--- src/rtl/fpmu_pkg.sv ---
// Shared types and constants for the FPMU pin sequencer: states, byte slots,
// unload indices, the error pattern and the flag bit layout.
package fpmu_pkg;

  typedef logic [15:0] half_t;
  typedef logic [3:0]  flags_t;

  // Kept as plain constants so the encoding stays visible to legacy tooling.
  typedef logic [2:0] fpmu_state_t;
  localparam fpmu_state_t StLoad   = 3'd0;
  localparam fpmu_state_t StStart  = 3'd1;
  localparam fpmu_state_t StBusy   = 3'd2;
  localparam fpmu_state_t StUnload = 3'd3;
  localparam fpmu_state_t StErr    = 3'd4;

  localparam logic [1:0] SlotALo = 2'd0;
  localparam logic [1:0] SlotAHi = 2'd1;
  localparam logic [1:0] SlotBLo = 2'd2;
  localparam logic [1:0] SlotBHi = 2'd3;

  localparam logic [1:0] IdxResLo = 2'd0;
  localparam logic [1:0] IdxResHi = 2'd1;
  localparam logic [1:0] IdxFlags = 2'd2;

  localparam logic [7:0] ErrPattern = 8'hEE;

  localparam int unsigned FlagInvalid   = 3;
  localparam int unsigned FlagOverflow  = 2;
  localparam int unsigned FlagUnderflow = 1;
  localparam int unsigned FlagInexact   = 0;

endpackage

--- src/rtl/fpmu_seq_ctrl_if.sv ---
// Start/done handshake between the pin sequencer (master) and the multiply
// datapath (slave).
interface fpmu_seq_ctrl_if;
  import fpmu_pkg::*;

  logic   dp_start;
  half_t  dp_a;
  half_t  dp_b;
  logic   dp_done;
  half_t  dp_result;
  flags_t dp_flags;

  modport master (
    output dp_start, dp_a, dp_b,
    input  dp_done, dp_result, dp_flags
  );

  modport slave (
    input  dp_start, dp_a, dp_b,
    output dp_done, dp_result, dp_flags
  );

endinterface

--- src/rtl/fpmu_strobe_sync.sv ---
// Synchronizes an asynchronous pin and emits a one-cycle pulse per rising edge.
// A pin already high when reset is released never produces a pulse.
module fpmu_strobe_sync #(
  parameter int unsigned SYNC_STAGES = 2
) (
  input  logic clk,
  input  logic reset,
  input  logic pin,
  output logic pulse
);

  logic [SYNC_STAGES-1:0] sync_q;
  logic [SYNC_STAGES-1:0] valid_q;
  logic                   prev_q;
  logic                   pulse_q;
  logic                   sync_out;
  logic                   sync_valid;

  assign sync_out   = sync_q[SYNC_STAGES-1];
  assign sync_valid = valid_q[SYNC_STAGES-1];
  assign pulse      = pulse_q;

  // valid_q tracks which chain stages hold real pin samples; until the output
  // stage does, prev_q is held high so no edge can be inferred from reset zeros.
  always_ff @(posedge clk) begin
    if (reset) begin
      sync_q  <= '0;
      valid_q <= '0;
      prev_q  <= 1'b1;
      pulse_q <= 1'b0;
    end else begin
      sync_q  <= (sync_q << 1) | SYNC_STAGES'(pin);
      valid_q <= (valid_q << 1) | SYNC_STAGES'(1'b1);
      prev_q  <= sync_valid ? sync_out : 1'b1;
      pulse_q <= sync_valid & sync_out & ~prev_q;
    end
  end

endmodule

--- src/rtl/fpmu_seq_ctrl.sv ---
// Byte-serial operand loader / result unloader in front of the FPMU multiplier.
// Define FPMU_TIMEOUT_EN to add the busy-wait timeout and the ERR state.
module fpmu_seq_ctrl
  import fpmu_pkg::*;
#(
  parameter int unsigned SYNC_STAGES    = 2,
  parameter int unsigned TIMEOUT_CYCLES = 64
) (
  input  logic       clk,
  input  logic       reset,
  input  logic [7:0] din,
  input  logic       wr_stb,
  input  logic       rd_stb,
  input  logic       abort,
  output logic [7:0] dout,
  output logic [1:0] byte_idx,
  output logic       busy,
  output logic       ready,
  output logic       error,
  fpmu_seq_ctrl_if.master dp
);

  logic wr_p, rd_p, ab_p;

  fpmu_strobe_sync #(.SYNC_STAGES(SYNC_STAGES)) u_wr_sync (
    .clk(clk), .reset(reset), .pin(wr_stb), .pulse(wr_p)
  );
  fpmu_strobe_sync #(.SYNC_STAGES(SYNC_STAGES)) u_rd_sync (
    .clk(clk), .reset(reset), .pin(rd_stb), .pulse(rd_p)
  );
  fpmu_strobe_sync #(.SYNC_STAGES(SYNC_STAGES)) u_ab_sync (
    .clk(clk), .reset(reset), .pin(abort), .pulse(ab_p)
  );

  fpmu_state_t state_q, state_d;
  logic [1:0]  idx_q, idx_d;
  half_t       a_q, a_d, b_q, b_d, res_q, res_d;
  flags_t      flags_q, flags_d;

`ifdef FPMU_TIMEOUT_EN
  localparam int unsigned CntW = (TIMEOUT_CYCLES > 2) ? $clog2(TIMEOUT_CYCLES) : 1;
  logic [CntW-1:0] cnt_q, cnt_d;
`else
  logic unused_timeout_cfg;
  assign unused_timeout_cfg = ^TIMEOUT_CYCLES;
`endif

  always_comb begin
    state_d = state_q;
    idx_d   = idx_q;
    a_d     = a_q;
    b_d     = b_q;
    res_d   = res_q;
    flags_d = flags_q;
`ifdef FPMU_TIMEOUT_EN
    cnt_d   = cnt_q;
`endif
    if (ab_p) begin
      state_d = StLoad;
      idx_d   = 2'd0;
    end else begin
      case (state_q)
        StLoad: begin
          if (wr_p) begin
            unique case (idx_q)
              SlotALo: a_d[7:0]  = din;
              SlotAHi: a_d[15:8] = din;
              SlotBLo: b_d[7:0]  = din;
              SlotBHi: b_d[15:8] = din;
            endcase
            idx_d = idx_q + 2'd1;
            if (idx_q == SlotBHi) state_d = StStart;
          end
        end
        StStart: begin
          state_d = StBusy;
`ifdef FPMU_TIMEOUT_EN
          cnt_d   = '0;
`endif
        end
        StBusy: begin
          // A done pulse in the limit cycle still wins over the timeout.
          if (dp.dp_done) begin
            res_d   = dp.dp_result;
            flags_d = dp.dp_flags;
            state_d = StUnload;
            idx_d   = 2'd0;
          end
`ifdef FPMU_TIMEOUT_EN
          else if (cnt_q == CntW'(TIMEOUT_CYCLES - 1)) begin
            state_d = StErr;
          end else begin
            cnt_d = cnt_q + 1'b1;
          end
`endif
        end
        StUnload: begin
          if (rd_p) begin
            if (idx_q == IdxFlags) begin
              state_d = StLoad;
              idx_d   = 2'd0;
            end else begin
              idx_d = idx_q + 2'd1;
            end
          end
        end
`ifdef FPMU_TIMEOUT_EN
        StErr: begin
          if (rd_p) begin
            state_d = StLoad;
            idx_d   = 2'd0;
          end
        end
`endif
        default: begin
          state_d = StLoad;
          idx_d   = 2'd0;
        end
      endcase
    end
  end

  always_ff @(posedge clk) begin
    if (reset) begin
      state_q <= StLoad;
      idx_q   <= 2'd0;
      a_q     <= '0;
      b_q     <= '0;
      res_q   <= '0;
      flags_q <= '0;
`ifdef FPMU_TIMEOUT_EN
      cnt_q   <= '0;
`endif
    end else begin
      state_q <= state_d;
      idx_q   <= idx_d;
      a_q     <= a_d;
      b_q     <= b_d;
      res_q   <= res_d;
      flags_q <= flags_d;
`ifdef FPMU_TIMEOUT_EN
      cnt_q   <= cnt_d;
`endif
    end
  end

  always_comb begin
    dout = 8'h00;
    case (state_q)
      StUnload: begin
        case (idx_q)
          IdxResLo: dout = res_q[7:0];
          IdxResHi: dout = res_q[15:8];
          IdxFlags: dout = {4'b0000, flags_q};
          default:  dout = 8'h00;
        endcase
      end
      StErr:   dout = ErrPattern;
      default: dout = 8'h00;
    endcase
  end

  assign byte_idx    = idx_q;
  assign busy        = (state_q == StStart) || (state_q == StBusy);
  assign ready       = (state_q == StUnload);
`ifdef FPMU_TIMEOUT_EN
  assign error       = (state_q == StErr);
`else
  assign error       = 1'b0;
`endif
  assign dp.dp_start = (state_q == StStart);
  assign dp.dp_a     = a_q;
  assign dp.dp_b     = b_q;

endmodule

--- src/flat_wrapper.sv ---
// flat-port wrapper written by rule: the top's interface ports become plain ports
module fpmu_seq_ctrl_flat import fpmu_pkg::*;
#(
  parameter int unsigned SYNC_STAGES    = 2,
  parameter int unsigned TIMEOUT_CYCLES = 64
)
  (clk, reset, din, wr_stb, rd_stb, abort, dout, byte_idx, busy, ready, error, dp_dp_start, dp_dp_a, dp_dp_b, dp_dp_done, dp_dp_result, dp_dp_flags);
  fpmu_seq_ctrl_if dp_i ();
  input  logic clk;
  input  logic reset;
  input  logic [7:0] din;
  input  logic wr_stb;
  input  logic rd_stb;
  input  logic abort;
  output logic [7:0] dout;
  output logic [1:0] byte_idx;
  output logic busy;
  output logic ready;
  output logic error;
  output wire logic [$bits(dp_i.dp_start)-1:0] dp_dp_start;
  output wire logic [$bits(dp_i.dp_a)-1:0] dp_dp_a;
  output wire logic [$bits(dp_i.dp_b)-1:0] dp_dp_b;
  input wire logic [$bits(dp_i.dp_done)-1:0] dp_dp_done;
  input wire logic [$bits(dp_i.dp_result)-1:0] dp_dp_result;
  input wire logic [$bits(dp_i.dp_flags)-1:0] dp_dp_flags;
  assign dp_dp_start = dp_i.dp_start;
  assign dp_dp_a = dp_i.dp_a;
  assign dp_dp_b = dp_i.dp_b;
  assign dp_i.dp_done = dp_dp_done;
  assign dp_i.dp_result = dp_dp_result;
  assign dp_i.dp_flags = dp_dp_flags;
  fpmu_seq_ctrl #(.SYNC_STAGES(SYNC_STAGES), .TIMEOUT_CYCLES(TIMEOUT_CYCLES)) u_core (.clk(clk), .reset(reset), .din(din), .wr_stb(wr_stb), .rd_stb(rd_stb), .abort(abort), .dout(dout), .byte_idx(byte_idx), .busy(busy), .ready(ready), .error(error), .dp(dp_i));
endmodule
--- config.mk ---
export PLATFORM = sky130hd
export DESIGN_NAME = fpmu_seq_ctrl_flat
export DESIGN_NICKNAME = d
export VERILOG_FILES = /design/src/rtl/fpmu_pkg.sv /design/src/rtl/fpmu_seq_ctrl_if.sv /design/src/rtl/fpmu_strobe_sync.sv /design/src/rtl/fpmu_seq_ctrl.sv /design/src/flat_wrapper.sv
export SDC_FILE = /design/constraint.sdc
export NUM_CORES = 1
export LEC_CHECK = 0
export BUFFER_PORTS_ARGS = -buffer_cell sky130_fd_sc_hd__buf_2
export CORE_ASPECT_RATIO = 1.5
export CORE_MARGIN = 2
export CORE_UTILIZATION = 50
export DETAILED_ROUTE_END_ITERATION = 8
export PLACE_DENSITY = 0.88
export REMOVE_ABC_BUFFERS = 1
export SETUP_SLACK_MARGIN = 0.05
export SLEW_MARGIN = 40
export SYNTH_ARGS = -nofsm -noshare
export SYNTH_HDL_FRONTEND = slang
export SYNTH_HIERARCHICAL = 1
export SYNTH_SLANG_ARGS = --single-unit
--- constraint.sdc ---
create_clock -name clk -period 3.7 [get_ports clk]
set_input_delay 0.37 -clock clk [delete_from_list [all_inputs] [get_ports clk]]
set_output_delay 0.37 -clock clk [all_outputs]
set_load 0.02 [all_outputs]
# Word level (Yosys, flattened, before mapping)
# Cells that the tools add are included.
[totals] ff_bits=75 input_bits=34 output_inout_bits=46 wordCells=83
[op_classes] add_sub_neg=1 n_eq_ne=12 n_mux=16 bitwise_logic=17 reduce_logical=14
[ops] op="8-bit one-hot mux with 3 select lines" n=1
[ops] op="4-bit AND reduction" n=5
[ops] op="8-bit one-hot mux with 2 select lines" n=1
[ops] op="3-bit two-way mux" n=5
[ops] op="3-bit one-hot mux with 4 select lines" n=1
[ops] op="2-bit two-way mux" n=4
[ops] op="1-bit inverter" n=8
[ops] op="2-bit one-hot mux with 4 select lines" n=1
[ops] op="2-bit OR reduction" n=4
[ops] op="1-bit AND" n=6
[ops] op="3-bit by 2-bit == test with 1-bit output (second input constant)" n=2
[ops] op="2-bit by 1-bit inequality test with 1-bit output (second input constant)" n=3
[ops] op="2-bit by 1-bit OR with 2-bit output" n=3
[ops] op="5-bit AND reduction" n=1
[ops] op="2-bit == test (second input constant)" n=2
[ops] op="2-bit inequality test (second input constant)" n=2
[ops] op="3-bit by 1-bit == test with 1-bit output (second input constant)" n=1
[ops] op="3-bit == test (second input constant)" n=1
[ops] op="3-bit zero test" n=1
[ops] op="1-bit two-way mux" n=3
[ops] op="3-bit AND reduction" n=1
[ops] op="2-bit by 1-bit adder with 2-bit output (second input constant)" n=1
[ops] op="2-bit by 1-bit == test with 1-bit output (second input constant)" n=1
[ops] op="2-bit zero test" n=1
[ops] op="1-bit logical OR" n=1

# Longest topological paths before layout
[logic_depth] depth_word=4 ltp_mapped=8 depth_no_buf=6

# Hierarchy
# The synthesis kept the hierarchy.
[modules_own_cells] mod="fpmu_seq_ctrl" n_inst=1 cells_each=299 area_per_inst_um2=2494.9
[modules_own_cells] mod="fpmu_strobe_sync" n_inst=3 cells_each=12 area_per_inst_um2=171.4

# Worst setup path before layout
# OpenSTA, ideal clock, no wires.
[synth_path] kind="flip-flop to output port" from="register u_core.idx_q[1] (netlist: u_core/byte_idx[1])" to="output dout[0]" t_arrival_ns=1.467 slack_ns=1.863 stages_incl_launch_ff=6 path_buffers=1 path_cell_list="dfxtp_1 -> inv_1 -> ha_1 -> clkbuf_1 -> a222oi_1 -> nor2_1"
[synth_via] elab_chain_cells=3
[synth_lines] element="from (decl)" line="fpmu_seq_ctrl.sv:36" text="logic [1:0] idx_q, idx_d;"
[synth_lines] element="from (signal assigned)" line="fpmu_seq_ctrl.sv:136" text="idx_q <= idx_d;"
[synth_lines] element="2-bit == test, or another cell as far along" line="fpmu_seq_ctrl.sv:151" text="case (idx_q)"
[synth_lines] element="8-bit one-hot mux with 3 select lines *" line="fpmu_seq_ctrl.sv:151"
[synth_lines] element="8-bit one-hot mux with 2 select lines *" line="fpmu_seq_ctrl.sv:149" text="case (state_q)"
[synth_lines] element="to (decl)" line="flat_wrapper.sv:15" text="output logic [7:0] dout;"
# Every way passes the cells marked *; elsewhere a longest branch is shown, timed or not.

# Worst setup path in the final report
[layout_path] from="register u_core.idx_q[0] (netlist: u_core/byte_idx[0])" to="output dout[1]"
# The elaborated chain is that of the path after synthesis.

==> results.txt <==
* Non-Filler Cell Area, Final: 0.00358 mm^2
- Total via count in the routed design: 2526
- Share of the yosys chip area belonging to registers: 49.2%
- In the final routed layout, each cell accounts on average for 13.6 um.
- For this run, design rule violations remaining after detail routing come to 0.
- Share of the core filled with cells: 61.5%
- The final number of hold-violating endpoints came to 0.
* Unique masters post-synth: 31
* Die area: 0.00667 mm^2
* Final Power: 1490 uW
- Hold-critical path endpoint: u_core/u_wr_sync/sync_q[0]
* Avg Vias per Cell: 5.23
- STA classifies the critical path startpoint as a flip-flop.
- Top fanout value on the critical path: 11
* Max-capacitance violation count: 0
- Timing-limited maximum frequency: 0.444 GHz
* Via count of the first global-routing pass: 2417
- Dividing the synthesized area by the synthesized cell count gives 8.98 um^2.
- Fill cell instance count of the final layout: 489
- In this run the core area contains 34 standard-cell rows.
- Post-layout min period: 2.25 ns
- Aggregate global routing overflow: 0
- Final HPWL from detailed placement: 4730 um
* Post-synthesis cell count: 335
- Clock Pin Slew Worst Setup and Hold Paths: 0.08 ns
- The number of antenna violations at the first check in global routing came to 0.
- R2r endpoint: u_core/dp.dp_b[12]
- In the final layout, flip-flops and latches occupy 0.00148 mm^2.
- Pin slew with the least headroom to its limit: 0.773 ns
- In this run the tightest slew margin relative to its limit is 48.4%.
- Global-route wire length before repair: 10700 um
- After layout, the worst path uses 60.9% of the clock period.
- The clock tree synthesis step divided the H-tree into 3 levels.
- Compared with the post-synthesis result, the final layout area differs by 19.1%.
* Bufs on Longest Clock Path: 2
- Combined area of the multi-input logic cells: 0.00138 mm^2
* Setup TNS: 0 ns
* Post-synthesis instance area: 0.00301 mm^2
- Measured along the x axis, the die boundary spans 67.3 um.
* Final weighted congestion in routability-driven placement: 0.763
* Setup clock skew after layout: 0.0108 ns
* Startpoint-to-endpoint class of the critical path: flip-flop to output pin
- The number of setup buffers added after CTS is 0.
- Insertion delay of the later-clocked pin in the worst-skew pair: 0.34 ns
* Count of state elements after synthesis: 74
- Setup WS pre-CTS: 1.82 ns
- In this run the clock root is driven by a sky130_fd_sc_hd__clkbuf_8.
* Chain of cells forming the critical path: inv_1 > ha_1 > a222oi_1 > nor2_1 > buf_2
- For this design the ratio of total power to cell area is 415 mW/mm^2.
- Yosys warning count: 6
* Height of the die: 99.0 um
- The startpoint identified for the worst register-to-register timing path is u_core/state_q[0].
* Number of cells on the worst reg-to-reg path: 6
- Worst min-delay path category: input pin to flip-flop
- Highest-delay cell along the critical path: sky130_fd_sc_hd__dfxtp_1
- Endpoints failing setup: 0
- TritonCTS built the clock tree.
* Fraction of layout cells with a size suffix above 1: 35.5%
- TritonRoute pass-1 iters: 4
* Result of the run: finished clean
- Nets: 450
* Antenna cell count: 0
- Nature of the critical path endpoint: output pin
* Register-to-Register Setup Slack: 2.05 ns
* Number of placed I/O pins: 80
- Hold path cells: 2
* Slowest stage delay, CP: 0.47 ns
* Area of the placeable core: 0.00583 mm^2
* Min setup slack post-route: 1.45 ns
* Final count of pins violating max slew: 0
- Setup repair after global routing missed its margin: false
- Initial Utilization: 51.6%
- For this design the static power due to leakage is 0.00145 uW.
* All-Layer GR Usage: 21.0%
* Final Routed Wirelength: 6580 um
- Number of antenna-violating nets in the routed design: 0
- I/O Buffers: 78
* Cell area reported after detailed placement: 0.00338 mm^2
- Number of violations reported at the end of detailed-routing iteration 0: 205
- The worst-case IR drop observed on VDD is 0.388 mV.
* Data required time at the worst endpoint: 3.33 ns
- Total clock buffers created by CTS: 9
* Worst EP arrival: 1.88 ns
* Post-CTS Resized: 0
* Launch instance of the worst min-delay path: wr_stb
- TritonCTS Sinks: 74
- For this design, the CTS-stage hold fixing added 0 buffers.
- Maximum number of pins on one net before global-route repair: 47
==> per-layer routing <==
metal | part of all wire [%] | wire length (um) | up-vias | GRT usage, %
met5 | 0 | 0 | - | 0
met4 | 2.4 | 156 | 0 | 9.73
met3 | 8.0 | 526 | 11 | 4.68
met2 | 51 | 3360 | 110 | 35.9
met1 | 39 | 2540 | 1172 | 24.2
li1 | - | - | 1233 | -
==> state kept, by name (all words and copies together), names as in the netlist <==
register	cells
u_core/u_rd_sync/prev_q	1
u_core/u_wr_sync/prev_q	1
u_core/u_rd_sync/valid_q	2
u_core/dp.dp_b	16
u_core/u_wr_sync/pulse	1
u_core/u_ab_sync/valid_q	2
u_core/u_ab_sync/pulse	1
u_core/u_ab_sync/prev_q	1
u_core/byte_idx	2
u_core/u_rd_sync/pulse	1
u_core/dp.dp_a	16
u_core/state_q	2
u_core/u_wr_sync/valid_q	2
u_core/u_ab_sync/sync_q	2
u_core/res_q	16
u_core/u_wr_sync/sync_q	2
u_core/u_rd_sync/sync_q	2
u_core/flags_q	4
==> worst max-delay path by stage <==
stage                                   from         endpoint  depth (start not counted)
after floorplan           u_core/byte_idx[1]          dout[0]                          4
after global placement     u_core/state_q[0]  u_core/res_q[3]                          6
after detailed placement  u_core/byte_idx[1]          dout[0]                          5
after CTS                 u_core/byte_idx[1]          dout[1]                          5
after global routing      u_core/byte_idx[1]          dout[3]                          5
final                     u_core/byte_idx[0]          dout[1]                          5
==> critical path: cells and delay by family, from the launching register on <==
| kind | cells | cell delay [ns] |
|---|---|---|
| buffers and inverters | 2 | 0.28 |
| adders and majority gates | 1 | 0.38 |
| and+or+nand+nor | 1 | 0.08 |
| AOI/OAI and AO/OA | 1 | 0.34 |
| DFF | 1 | 0.47 |
==> layout by cell type (no fill, tap or decap), types with 3 or more instances in the layout <==
cell type	n
sky130_fd_sc_hd__dfxtp_1	74
sky130_fd_sc_hd__nand2_1	114
sky130_fd_sc_hd__nor2b_1	3
sky130_fd_sc_hd__inv_1	9
sky130_fd_sc_hd__a21oi_2	32
sky130_fd_sc_hd__and2_4	4
sky130_fd_sc_hd__mux2i_1	3
sky130_fd_sc_hd__nor2_1	10
sky130_fd_sc_hd__ha_1	10
sky130_fd_sc_hd__and2b_2	9
sky130_fd_sc_hd__or3b_1	3
sky130_fd_sc_hd__buf_2	77
sky130_fd_sc_hd__a21oi_1	20
sky130_fd_sc_hd__a222oi_1	4
sky130_fd_sc_hd__and4bb_2	3
sky130_fd_sc_hd__clkbuf_8	10
sky130_fd_sc_hd__a22oi_1	5
==> logic make-up after synthesis <==
kind of cell,synth area share (%)
buffers and inverters,5.07
AOI/OAI and AO/OA,16.1
adders and majority gates,4.16
and+or+nand+nor,24.3
DFF,49.2
muxes,0.998
other,0.125
==> metrics by stage <==
| stage | hold WS [ns] | cells |
|---|---|---|
| 2_1_floorplan | 0.407 | 316 |
| 4_1_cts | 0.239 | 483 |
| 3_5_place_dp | 0.420 | 467 |
| 3_3_place_gp | 0.413 | 467 |
| 5_1_grt | 0.236 | 483 |
| 6_report | 0.245 | 483 |
==> area by class of cell <==
class	instances	share of cell area [%]
Timing Repair Buffer	79	11.2
Sequential cell	74	41.3
Tap cell	72	2.51
Multi-Input combinational cell	233	38.4
Clock buffer	11	3.94
Inverter	9	0.942
Clock inverter	5	1.68
==> synthesized netlist by cell type, drive strengths merged <==
cell type,count,area [um^2]
and2b,9,78.8
mux2i,3,30.0
nor3,2,15.0
o221ai,1,8.76
nor2b,3,18.8
nor2,11,41.3
dfxtp,74,1480
a222oi,4,40.0
nand2b,1,6.26
ha,10,125
and2,4,35.0
or2,1,6.26
o211ai,1,7.51
a21oi,52,380
or3b,3,26.3
nand2,114,428
inv,9,33.8
nand4b,1,8.76
and4bb,3,37.5
a22oi,5,37.5
nor4,1,21.3
and3b,1,8.76
conb,1,3.75
o21ai,2,10.0
clkbuf,7,26.3
buf,12,92.6
==> power by group <==
part / switching, uW / internal (uW) / leakage, uW
clock network: 298 / 334 / 0.000100
registers: 2.17 / 804 / 0.000600
logic: 29.2 / 20.7 / 0.000749
Power figures use the tool's default switching activity.
